[config.mk]
export PLATFORM = sky130hd
export DESIGN_NAME = button_events
export DESIGN_NICKNAME = d
export VERILOG_FILES = /design/src/rtl/button_events.sv
export SDC_FILE = /design/constraint.sdc
export NUM_CORES = 1
export LEC_CHECK = 0
export BUFFER_PORTS_ARGS = -buffer_cell sky130_fd_sc_hd__buf_2
export CELL_PAD_IN_SITES_DETAIL_PLACEMENT = 0
export CELL_PAD_IN_SITES_GLOBAL_PLACEMENT = 1
export CORE_MARGIN = 4
export CORE_UTILIZATION = 25
export CTS_CLUSTER_SIZE = 16
export DETAILED_ROUTE_END_ITERATION = 10
export GPL_TIMING_DRIVEN = 1
export PLACE_DENSITY_LB_ADDON = 0.25
export SLEW_MARGIN = 20
export SYNTH_ARGS = -nofsm -noshare
export SYNTH_HDL_FRONTEND = slang
export SYNTH_SLANG_ARGS = --single-unit
export TNS_END_PERCENT = 10
[constraint.sdc]
create_clock -name clk -period 12.15 [get_ports clk]
set_input_delay 0.6075 -clock clk [delete_from_list [all_inputs] [get_ports clk]]
set_output_delay 0.6075 -clock clk [all_outputs]
set_load 0.1 [all_outputs]
[src/rtl/button_events.sv]
// Per-button conditioner: polarity normalise, 2-FF synchronise, debounce, then
// an event FSM that emits single-cycle press/release/click/long/repeat pulses.
module button_events #(
    parameter int NUM_BTNS        = 3,
    parameter int ACTIVE_HIGH     = 1,
    parameter int DEBOUNCE_CYCLES = 120000,
    parameter int LONG_CYCLES     = 6000000,
    parameter int REPEAT_CYCLES   = 1200000
) (
    input  logic                clk,
    input  logic                rst,
    input  logic [NUM_BTNS-1:0] btn_raw,
    output logic [NUM_BTNS-1:0] btn_level,
    output logic [NUM_BTNS-1:0] btn_press,
    output logic [NUM_BTNS-1:0] btn_release,
    output logic [NUM_BTNS-1:0] btn_click,
    output logic [NUM_BTNS-1:0] btn_long,
    output logic [NUM_BTNS-1:0] btn_repeat
);

    localparam int DB_W     = $clog2(DEBOUNCE_CYCLES + 1);
    localparam int HOLD_MAX = (LONG_CYCLES > REPEAT_CYCLES) ? LONG_CYCLES : REPEAT_CYCLES;
    localparam int HOLD_W   = $clog2(HOLD_MAX + 1);

    localparam logic [DB_W-1:0]   DB_LIMIT  = DB_W'(DEBOUNCE_CYCLES);
    localparam logic [HOLD_W-1:0] LONG_LAST = HOLD_W'(LONG_CYCLES - 1);
    localparam logic [HOLD_W-1:0] REP_LAST  = HOLD_W'((REPEAT_CYCLES == 0) ? 0 : REPEAT_CYCLES - 1);

    typedef enum logic [1:0] {
        IDLE    = 2'd0,
        PRESSED = 2'd1,
        HELD    = 2'd2
    } state_e;

    for (genvar i = 0; i < NUM_BTNS; i++) begin : g_lane
        logic            pressed_raw;
        logic            sync1_q, sync2_q;
        logic            level_q, level_d;
        logic [DB_W-1:0] db_cnt_q, db_cnt_d;
        logic [HOLD_W-1:0] hold_q;
        state_e          state_q;
        logic            press_q, release_q, click_q, long_q, repeat_q;

        assign pressed_raw = (ACTIVE_HIGH != 0) ? btn_raw[i] : ~btn_raw[i];

        always_ff @(posedge clk or posedge rst) begin
            if (rst) begin
                sync1_q <= 1'b0;
                sync2_q <= 1'b0;
            end else begin
                // NOTE: non-blocking here is what makes this a two-stage chain; blocking would collapse it to one flop.
                sync1_q <= pressed_raw;
                sync2_q <= sync1_q;
            end
        end

        // NOTE: every output of this block gets a default first, so no latch is inferred.
        always_comb begin
            level_d  = level_q;
            db_cnt_d = '0;
            if (sync2_q != level_q) begin
                if (db_cnt_q == DB_LIMIT) begin
                    level_d = ~level_q;
                end else begin
                    db_cnt_d = db_cnt_q + 1'b1;
                end
            end
        end

        // The FSM looks at level_d so events coincide with the first cycle of the new level.
        always_ff @(posedge clk or posedge rst) begin
            if (rst) begin
                level_q   <= 1'b0;
                db_cnt_q  <= '0;
                state_q   <= IDLE;
                hold_q    <= '0;
                press_q   <= 1'b0;
                release_q <= 1'b0;
                click_q   <= 1'b0;
                long_q    <= 1'b0;
                repeat_q  <= 1'b0;
            end else begin
                level_q   <= level_d;
                db_cnt_q  <= db_cnt_d;
                press_q   <= 1'b0;
                release_q <= 1'b0;
                click_q   <= 1'b0;
                long_q    <= 1'b0;
                repeat_q  <= 1'b0;
                case (state_q)
                    IDLE: begin
                        if (level_d) begin
                            press_q <= 1'b1;
                            hold_q  <= '0;
                            state_q <= PRESSED;
                        end
                    end
                    PRESSED: begin
                        // NOTE: the release test comes first so a fall on the limit cycle suppresses long.
                        if (!level_d) begin
                            release_q <= 1'b1;
                            click_q   <= 1'b1;
                            state_q   <= IDLE;
                        end else if (hold_q == LONG_LAST) begin
                            long_q  <= 1'b1;
                            hold_q  <= '0;
                            state_q <= HELD;
                        end else begin
                            hold_q <= hold_q + 1'b1;
                        end
                    end
                    HELD: begin
                        if (!level_d) begin
                            release_q <= 1'b1;
                            state_q   <= IDLE;
                        end else if (REPEAT_CYCLES != 0) begin
                            if (hold_q == REP_LAST) begin
                                repeat_q <= 1'b1;
                                hold_q   <= '0;
                            end else begin
                                hold_q <= hold_q + 1'b1;
                            end
                        end
                    end
                    default: state_q <= IDLE;
                endcase
            end
        end

        assign btn_level[i]   = level_q;
        assign btn_press[i]   = press_q;
        assign btn_release[i] = release_q;
        assign btn_click[i]   = click_q;
        assign btn_long[i]    = long_q;
        assign btn_repeat[i]  = repeat_q;
    end

endmodule
==> impl_metrics.tcl <==
set metrics [dict create \
    die_x_um 186.5 \
    powerDensity_nw_per_um2 121.9 \
    worstSetupStartpointType "register" \
    postCtsHoldBufs 0 \
    hold_ws_ns 0.2853 \
    period_needed_ns 2.979 \
    floorplan.initialDensity_pct 25.30 \
    slew_viol_final 0 \
    fp-row-count 65 \
    drtIter0Drc 283 \
    clk_path_buf_depth 2 \
    viasPerCell 4.705 \
    core_um2 31470 \
    ff_latch_area_um2 3754 \
    synth_top_area_share_pct 47.13 \
    fin_util_pct 28.74 \
    drc 0 \
    syn_to_final_growth_pct 13.57 \
    synth.distinct_cells 65 \
    clk_latency_ns 0.43 \
    synth_sequential_area_ratio_pct 47.13 \
    routed_wl_um 18070 \
    critPathKind "reg2reg" \
    met1_length_um 9210 \
    min_path_type "in2reg" \
    cp.arrival_ns 3.28 \
    skew_ns 0.009819 \
    drt_first_pass_iters 4 \
    place_congestion 0.7185 \
    crit_path_max_fanout 21 \
    synth_nets 879 \
    clock-sinks 150 \
    ys.flop_type "dfrtp_1" \
    tightestPinTransition_ns 0.9613 \
    multi_input_area_um2 3795 \
    clock.fmax_mhz 335.7 \
    ctsResizeCount 0 \
    dieArea_um2 34770 \
    boundaryPins 23 \
    syn_inst 856 \
    wl_met2_um 8145 \
    grt_pass1_vias 6003 \
    vias 6018 \
    fin_nets 890 \
    grt_pass1_wl_um 31280 \
    grt-ovfl-total 0 \
    crit_path_top_delay_cell "o41ai_1" \
    ir_worst_vdd_v 0.00009161 \
    place_hpwl_um 11870 \
    cp_num_buf_inv 0 \
    synth_area_leaders "dfrtp_1 (47%), nand3_1 (4.5%), nor2_1 (4.1%)" \
    critical_path_required_ns 12.46 \
    setup_violations 0 \
    yosysTopAreaCell "dfrtp_1" \
    grt_start_max_net_pins 77 \
    hold_viol_final 0 \
    drive_above_1_share_pct 9.236 \
    highest_layer "met4" \
    path_clk_slew_ns 0.06 \
    die_h_um 186.5 \
    postSynth.asyncResetShare_pct 100.0 \
    slew_headroom_pct 35.91 \
    n_antenna_cell 0 \
    path_depth 7 \
    p_leak_nw 3.815 \
    critPathCaptureType "register" \
    cpLargestDelayFamily "compound AO/OA/AOI/OAI gates" \
    drv_cap 0 \
    yosys_warnings 0 \
    cts_tree "built" \
    r2r_cells 7 \
    rsz0062_at_grt "no" \
    min_period_over_period_pct 24.52 \
    crit_chain "ha_1 > and4_1 > nand4_1 > o41ai_1 > a211o_1 > or3_1 > nand3_1" \
    cts_root_buf "clkbuf_16" \
    wire_per_inst_um 14.13 \
    ant_nets 0 \
    critPathMaxStageDelay_ns 0.75 \
    ys_seq_elements 150 \
    fin_setup_tns_ns 0 \
    cts_made_buffers 17 \
    wl_met3_um 434 \
    netlist_area_um2 7964 \
    cts-htree-levels 4 \
    status "finished, final reports clean" \
    portBuffers 22 \
    antenna_found_initial 0 \
    min_path_cells 1 \
    track_usage_pct 10.77 \
    fillerInstances 3312 \
    synth_edf_count 0 \
    post-cts-setup-buffers 0 \
    syn_avg_cell_area_um2 9.304 \
]
## synth_stat cells (16+ instances only)
library cell  instances
nand4_1              28
or3_1                23
o21ai_0              41
inv_1                51
xor2_1               30
xnor2_1              16
dfrtp_1             150
a21oi_1              31
nand2_1              78
and3_1               25
buf_4                18
ha_1                 18
nor2_1               88
nand3_1              72
## report_power, final
group          total [mW]  internal, mW  leakage [nW]  switching (mW)
logic              0.0204       0.00446          1.44          0.0160
registers           0.507         0.503          2.08         0.00384
clock network       0.575         0.365         0.301           0.210
total                1.10         0.872          3.81           0.230
## cells by family (layout without fill, tap and decap cells)
kind of cell               after synthesis  after routing  share of synthesized area, %
buffers and inverters                   89            110                         5.263
and+or+nand+nor                        405            405                         26.83
adders and majority gates               18             18                         2.828
DFF                                    150            150                         47.13
xor gates and xnor gates                46             46                         5.059
AOI/OAI and AO/OA                      136            136                         11.31
muxes                                   12             12                         1.571
## sequential cells by signal, summed over array words and instances (netlist names)
name	cells
g_lane.release_q	3
g_lane.level_q	3
g_lane.sync2_q	3
g_lane.press_q	3
g_lane.repeat_q	3
g_lane.sync1_q	3
g_lane.click_q	3
g_lane.state_q	6
g_lane.long_q	3
g_lane.db_cnt_q	51
g_lane.hold_q	69
## routing by layer
metal	vias up	global-route usage, %
li1	3050	-
met1	2893	14.84
met2	52	16.71
met3	23	2.806
met4	0	3.271
met5	-	0
## per-stage QoR
| step | instances | area, um2 | total power [mW] | setup slack [ns] |
|---|---|---|---|---|
| finish | 1279 | 9045 | 1.103 | 9.171 |
| global route | 1279 | 9045 | 1.152 | 8.930 |
| CTS | 1279 | 9041 | 1.126 | 9.224 |
| detailed placement | 1250 | 8418 | 0.5379 | 9.258 |
| global placement | 1250 | 8418 | 0.5380 | 9.225 |
| floorplan | 856 | 7964 | 0.5296 | 7.506 |
## cell usage in the layout (no fill, tap or decap), types with 14 or more instances in the layout
cell type and instances:
inv_1 50, buf_2 22, nand4_1 28, nand3_1 72
nor2_1 88, xor2_1 30, ha_1 18, and3_1 25
nand2_1 78, nor3_1 14, a22o_1 14, xnor2_1 16
clkbuf_16 17, dfrtp_1 150, or3_1 23, o21ai_0 41
a21oi_1 31
## final timing paths
check,startpoint,endpoint,slack (ns)
max in group asynchronous,rst,g_lane[1].hold_q[10],10.69
min,btn_raw[0],g_lane[0].sync1_q,0.29
max reg2reg,g_lane[1].hold_q[0],g_lane[1].hold_q[15],9.17
max,g_lane[1].hold_q[0],g_lane[1].hold_q[15],9.17
min reg2reg,g_lane[0].sync1_q,g_lane[0].sync2_q,0.35
min in group asynchronous,rst,g_lane[1].release_q,0.31
## cell type report
cell class,instances,area share [%]
clock inverter,10,1.992
inverter,51,2.172
clock buffer,19,4.897
multi-input combinational,617,41.96
timing repair buffer,30,1.923
sequential,150,41.50
tap,402,5.561
Note: power is estimated with default switching activity, not from simulation.
